File: config.mk
export PLATFORM = sky130hd
export DESIGN_NAME = vga_timing
export DESIGN_NICKNAME = d
export VERILOG_FILES = /design/src/rtl/vga_timing.sv
export SDC_FILE = /design/constraint.sdc
export NUM_CORES = 1
export LEC_CHECK = 0
export CORE_MARGIN = 8
export CORE_UTILIZATION = 35
export DETAILED_ROUTE_END_ITERATION = 10
export GPL_TIMING_DRIVEN = 0
export HOLD_SLACK_MARGIN = 0.03
export PLACE_DENSITY_LB_ADDON = 0.25
export SYNTH_ARGS = -nofsm -noshare
export SYNTH_HDL_FRONTEND = slang
export SYNTH_SLANG_ARGS = --single-unit
export TNS_END_PERCENT = 50
File: constraint.sdc
create_clock -name vga_clk -period 5.4 [get_ports vga_clk]
set_clock_uncertainty 0.15 [all_clocks]
set_input_delay 1.08 -clock vga_clk [delete_from_list [all_inputs] [get_ports vga_clk]]
set_output_delay 1.08 -clock vga_clk [all_outputs]
set_load 0.005 [all_outputs]
File: src/rtl/vga_timing.sv
// rtl/vga_timing.sv - VGA raster timing generator (counters, syncs, blank, frame tracking)
//
// Purpose: free-running horizontal/vertical raster counters with registered
// sync, blank and frame-start outputs that all describe the pixel currently
// shown on DrawX/DrawY.
//
// Ports:
//   vga_clk     in   pixel clock, all state changes on its rising edge
//   Reset       in   asynchronous active-high reset
//   hs          out  horizontal sync, active low
//   vs          out  vertical sync, active low
//   blank       out  display enable, 1 = visible pixel
//   DrawX       out  [9:0] horizontal pixel counter
//   DrawY       out  [9:0] vertical line counter
//   frame_start out  one-cycle pulse at (0,0) reached by wrap-around
//   frame_count out  [15:0] completed frames since reset, wraps mod 2^16

module vga_timing #(
  parameter int H_VIS  = 640,
  parameter int H_FP   = 16,
  parameter int H_SYNC = 96,
  parameter int H_BP   = 48,
  parameter int V_VIS  = 480,
  parameter int V_FP   = 10,
  parameter int V_SYNC = 2,
  parameter int V_BP   = 33
) (
  input  logic        vga_clk,
  input  logic        Reset,
  output logic        hs,
  output logic        vs,
  output logic        blank,
  output logic [9:0]  DrawX,
  output logic [9:0]  DrawY,
  output logic        frame_start,
  output logic [15:0] frame_count
);

  localparam int H_TOT    = H_VIS + H_FP + H_SYNC + H_BP;
  localparam int V_TOT    = V_VIS + V_FP + V_SYNC + V_BP;
  localparam int HS_START = H_VIS + H_FP;
  localparam int HS_END   = HS_START + H_SYNC - 1;
  localparam int VS_START = V_VIS + V_FP;
  localparam int VS_END   = VS_START + V_SYNC - 1;

  logic [9:0]  hc_q, hc_d;
  logic [9:0]  vc_q, vc_d;
  logic        hs_q, hs_d;
  logic        vs_q, vs_d;
  logic        blank_q, blank_d;
  logic        frame_start_q, frame_start_d;
  logic [15:0] frame_count_q, frame_count_d;
  logic        h_wrap;
  logic        v_wrap;

  // Decoded outputs are derived from the next-state counters so that, once
  // registered, they line up with the counter registers in the same cycle.
  always_comb begin
    h_wrap        = (hc_q == 10'(H_TOT - 1));
    v_wrap        = (vc_q == 10'(V_TOT - 1));
    hc_d          = h_wrap ? 10'd0 : hc_q + 10'd1;
    vc_d          = vc_q;
    if (h_wrap) begin
      vc_d = v_wrap ? 10'd0 : vc_q + 10'd1;
    end
    hs_d          = !((int'(hc_d) >= HS_START) && (int'(hc_d) <= HS_END));
    vs_d          = !((int'(vc_d) >= VS_START) && (int'(vc_d) <= VS_END));
    blank_d       = (int'(hc_d) < H_VIS) && (int'(vc_d) < V_VIS);
    // Only a genuine wrap of both counters starts a frame; the reset state
    // (0,0) never produces a pulse.
    frame_start_d = h_wrap && v_wrap;
    frame_count_d = frame_count_q + {15'd0, frame_start_d};
  end

  always_ff @(posedge vga_clk or posedge Reset) begin
    if (Reset) begin
      hc_q          <= 10'd0;
      vc_q          <= 10'd0;
      hs_q          <= 1'b1;
      vs_q          <= 1'b1;
      blank_q       <= 1'b1;
      frame_start_q <= 1'b0;
      frame_count_q <= 16'd0;
    end else begin
      hc_q          <= hc_d;
      vc_q          <= vc_d;
      hs_q          <= hs_d;
      vs_q          <= vs_d;
      blank_q       <= blank_d;
      frame_start_q <= frame_start_d;
      frame_count_q <= frame_count_d;
    end
  end

  assign hs          = hs_q;
  assign vs          = vs_q;
  assign blank       = blank_q;
  assign DrawX       = hc_q;
  assign DrawY       = vc_q;
  assign frame_start = frame_start_q;
  assign frame_count = frame_count_q;

endmodule

### After elaboration in Yosys (flattened, before gate mapping)

Index checks and enable logic that the tools add are counted.

| word-level totals | value |
|---|---|
| register bits | 40 |
| bits in latches | 0 |
| memory bits (writable) | 0 |
| memory bits (read-only) | 0 |
| logic and storage cells | 27 |
| memories | 0 |

| cells by class | value |
|---|---|
| $add $sub $neg | 3 |
| multipliers | 0 |
| div/mod/pow operators | 0 |
| order comparisons | 6 |
| eq/ne operators | 2 |
| shifts and indexed selects | 0 |
| mux-type cells | 3 |
| bitwise gates (word level) | 0 |
| reductions and logical operators | 6 |

Operators with widths:

| operator | number |
|---|---|
| 2-to-1 mux 10 bit | 3 |
| adder 10 x 1 -> 10 bit, second input constant | 2 |
| == test 10 bit, second input constant | 2 |
| adder 16 x 1 -> 16 bit | 1 |
| >= comparator 10 bit, second input constant | 1 |
| >= comparator 10 x 9 -> 1 bit, second input constant | 1 |
| less-or-equal comparator 10 bit, second input constant | 1 |
| less-or-equal comparator 10 x 9 -> 1 bit, second input constant | 1 |
| less-than comparator 10 bit, second input constant | 1 |
| less-than comparator 10 x 9 -> 1 bit, second input constant | 1 |
| logical AND 1 bit | 4 |
| logical NOT 1 bit | 2 |

### Longest topological paths before layout

| depth | value |
|---|---|
| word-level depth | 6 |
| depth in mapped cells | 11 |
| mapped depth without buffers | 11 |

### Least setup slack after synthesis

OpenSTA, ideal clock, no wires.

| path | value |
|---|---|
| path type | register to register |
| from | register hc_q[0] (netlist: DrawX[0]) |
| to | register frame_count_q[14] (netlist: frame_count[14]) |
| setup time | 0.123 ns |
| arrival time | 2.319 ns |
| data required time | 5.127 ns |
| slack | 2.808 ns |
| cell stages (with the launch flop) | 12 |
| buffers on the path | 1 |
| period minus slack after synthesis | 2.592 ns |
| cells stage by stage | dfrtp_1 > ha_1 > and4_1 > nand3_2 > buf_2 > nor2_1 > ha_1 > ha_1 > nand2_1 > nor2_1 > nand4_1 > xnor2_1 |

| on the way | value |
|---|---|
| word-level cells in the longest chain between the ends | 3 |

Ends and longest elaborated chain:

| element | RTL line | RTL |
|---|---|---|
| start, declared | 46 | `logic [9:0] hc_q, hc_d;` |
| start signal, assigned | 77 | `hc_q <= 10'd0;` |
| start signal, assigned | 85 | `hc_q <= hc_d;` |
| == test 10 bit | 59 | `h_wrap = (hc_q == 10'(H_TOT - 1));` |
| logical AND 1 bit | 71 | `frame_start_d = h_wrap && v_wrap;` |
| net frame_start_d | 51 | `logic frame_start_q, frame_start_d;` |
| adder 16 x 1 -> 16 bit | 72 | `frame_count_d = frame_count_q + {15'd0, frame_start_d};` |
| net frame_count_d[14] | 52 | `logic [15:0] frame_count_q, frame_count_d;` |
| end signal, assigned | 91 | `frame_count_q <= frame_count_d;` |
| end, declared | 52 |  |

The timed path passes the listed nets, and every way through them passes these cells.

### Final worst setup path

Ends and elaborated chain as after synthesis.

==> results.py <==
metrics = {
    "cells_and_area": {
        "antennaDiodeCount": 0,
        "leading_cell_type_in_the_layout_fill_and_taps_excluded": "sky130_fd_sc_hd__clkdlybuf4s50_1",
        "final_core_util_pct": 46.4,
        "design.final.nets": 264,
        "layout-area-overhead-vs-synth_pct": 29.7,
        "layout-drive-gt1-share_pct": 10.5,
        "most-common-layout-cells": "sky130_fd_sc_hd__clkdlybuf4s50_1 (41), sky130_fd_sc_hd__dfrtp_1 (37), sky130_fd_sc_hd__nand2_1 (17)",
    },
    "routing": {
        "drt-initial-drc-count": 110,
        "drc": 0,
        "ant_nets": 0,
        "avgRoutedWirePerCell_um": 14.9,
        "drt_pre_antenna_iters": 4,
        "finalWirelength_um": 4950,
        "post_drt_via_cell_ratio": 5.19,
        "via_count": 1723,
    },
    "timing": {
        "timing_worst_slew_pin_value_ps": 805,
        "worst_slew_margin_rel_pct": 46.3,
        "maxSlewViolCount": 0,
        "setup_slack_after_layout_ps": 2340,
        "timing.final.hold_violations": 0,
        "setup_viol": 0,
        "finalSetupTns_ps": 0,
        "layout_min_cycle_time_ps": 3060,
        "final.period_utilization_pct": 56.7,
        "maxClockFrequency_mhz": 327,
        "rsz_0062_raised_after_global_routing": "no",
    },
    "pwr": {
        "irDropWorstVdd_mv": 0.101,
        "cellPowerDensity_nw_per_um2": 208,
        "static-leakage-power_uw": 0.00113,
    },
    "worst_setup_path": {
        "worst_ep_required_time_ps": 5450,
        "reg2reg_setup_slack_ps": 2340,
        "timing.critical_path.to_type": "flip-flop",
        "worst_path_largest_cell_delay_ps": 460,
        "regToRegStartpoint": "DrawX[0]",
        "cp_cell_sequence": "ha_1 > and4_1 > nand3_2 > buf_2 > nor2_1 > ha_1 > ha_1 > nand2_1 > nor2_1 > nand4_1 > xnor2_1",
        "worst_path_max_delay_cell": "sky130_fd_sc_hd__dfrtp_1",
        "worst-path-max-fanout": 10,
        "worst-endpoint-arrival_ps": 3110,
        "crit_type": "flip-flop to flip-flop",
        "critPathLaunch": "DrawX[0]",
        "worst_setup_path_start_kind": "flip-flop",
        "crit_path_frequent_cell": "sky130_fd_sc_hd__ha_1",
    },
    "global_routing": {
        "antenna_found_initial": 0,
        "track_usage_pct": 12.1,
        "grt_pass1_vias": 1670,
        "gr-total-overflow": 0,
        "grt_start_max_net_pins": 41,
        "grt_first_pass_wirelength_um": 8490,
    },
    "yosys": {
        "post_synth_num_cell_types": 48,
        "synthesis.instances": 208,
        "syn_area_per_cell_um2": 10.1,
        "most_area_hungry_cell_type_in_the_yosys_netlist": "sky130_fd_sc_hd__dfrtp_1",
        "total_number_of_yosys_warnings": 0,
        "synthesis.area_um2": 2110,
        "dominantRegCellSynth": "sky130_fd_sc_hd__dfrtp_1",
        "synth.net_count": 216,
        "yosys-top-cells-area": "sky130_fd_sc_hd__dfrtp_1 (44%), sky130_fd_sc_hd__xnor2_1 (6.7%), sky130_fd_sc_hd__dfstp_2 (3.7%)",
        "synth.yosys.seq_area_share_pct": 47.7,
        "synth-edff-count": 0,
        "synth-async-reset-ratio_pct": 100,
        "number_of_register_bits_inferred_by_synthesis": 40,
        "netlist.area_leader.share_pct": 43.9,
    },
    "die": {
        "num_io_pins": 42,
        "floorplan.die.width_um": 93.6,
        "core_area_um2": 5890,
        "rows": 28,
        "die-area_um2": 8760,
        "die_h_um": 93.6,
        "floorplan.initialDensity_pct": 35.8,
    },
    "min_path": {
        "worst_hold_startpoint": "frame_count[15]",
        "holdCritPathClass": "flip-flop to flip-flop",
    },
    "run": {
        "drv_cap": 0,
    },
    "clock_tree": {
        "cts.htree.levels": 2,
        "post_cts_buffers": 0,
        "cts-buffers-inserted": 5,
        "tritoncts_clock_tree": "done",
        "cts.path.max_buffers": 2,
        "post_cts_resize_count": 0,
        "postCtsHoldBufs": 0,
        "worst_skew_pair.late_latency_ps": 300,
        "cts.reportedPaths.clkPinSlew_ps": 80,
        "ctsRootBufferMaster": "sky130_fd_sc_hd__clkbuf_8",
        "clock_sink_count": 40,
    },
    "place": {
        "pre_cts_ws_ps": 2340,
        "dpl.hpwl_um": 3460,
        "gp_congestion": 0.867,
        "place.port_buffers": 41,
    },
    "status": {
        "outcome": "completed",
    },
}
## layout make-up
type                       count  area [um2]
fill                         566        3150
multi-input combinational    147        1010
sequential                    40        1000
timing repair buffer          41         410
tap                           75        93.8
clock buffer                   6        82.6
buffer                         9        50.0
inverter                      12        45.0
clock inverter                 2        38.8
## power breakdown
part           switching (uW)  internal, uW
combinational            5.57         0.694
sequential                  0           299
clock                     111           151
total                     116           451
## cell families after synthesis
group	synth area share, %
simple gates	24.0
flops	47.7
compound gates	10.7
xor+xnor	9.56
buf+inv	4.51
fa+ha+maj	3.56
## synth_stat cells, drive strengths merged (2+ instances only)
cell type / n
nand4: 12
clkbuf: 3
nand2b: 3
nor4: 2
buf: 6
nand3: 13
dfrtp: 37
or4: 2
o31ai: 3
and3: 5
dfstp: 3
nand4b: 3
inv: 12
nor2: 13
nand2: 17
o21ai: 8
xor2: 7
nor3: 6
ha: 6
a31oi: 2
o221ai: 2
xnor2: 16
and4: 3
a21oi: 6
o22ai: 2
## final timing paths
check / to / cells past startpoint
max: frame_count[14] / 11
min: frame_count[15] / 1
max reg2reg: frame_count[14] / 11
min reg2reg: frame_count[15] / 1
max in group asynchronous: DrawX[6] / 2
min in group asynchronous: frame_count[10] / 2
## metrics by stage
step | total power, uW | instance area (um2) | hold WS, ps | std cells
after global routing | 593 | 2730 | 335 | 332
final | 567 | 2730 | 321 | 332
after CTS | 575 | 2730 | 324 | 332
after global placement | 312 | 2610 | 307 | 324
after detailed placement | 312 | 2610 | 308 | 324
after floorplan | 310 | 2110 | 315 | 208
## worst max-delay path, delay by kind of cell, from the launching register on
family,cells,cell delay [ps]
xor gates and xnor gates,1,140
buffers and inverters,1,220
adders and majority gates,3,870
and+or+nand+nor,6,1120
DFF,1,460
## per-layer routing
layer  up-vias  track usage (%)  part of all wire, %
li1        844                -                    -
met1       833             15.9                   48
met3         8             3.37                  5.4
met4         0             5.28                  1.9
met2        38             18.2                   45
met5         -                0                    0
## sequential cells by signal, indices dropped and copies added (netlist names)
name	flops
DrawX	10
DrawY	10
blank	1
frame_count	16
frame_start	1
hs	1
vs	1
No activity file was read; power rests on OpenSTA's default activity.
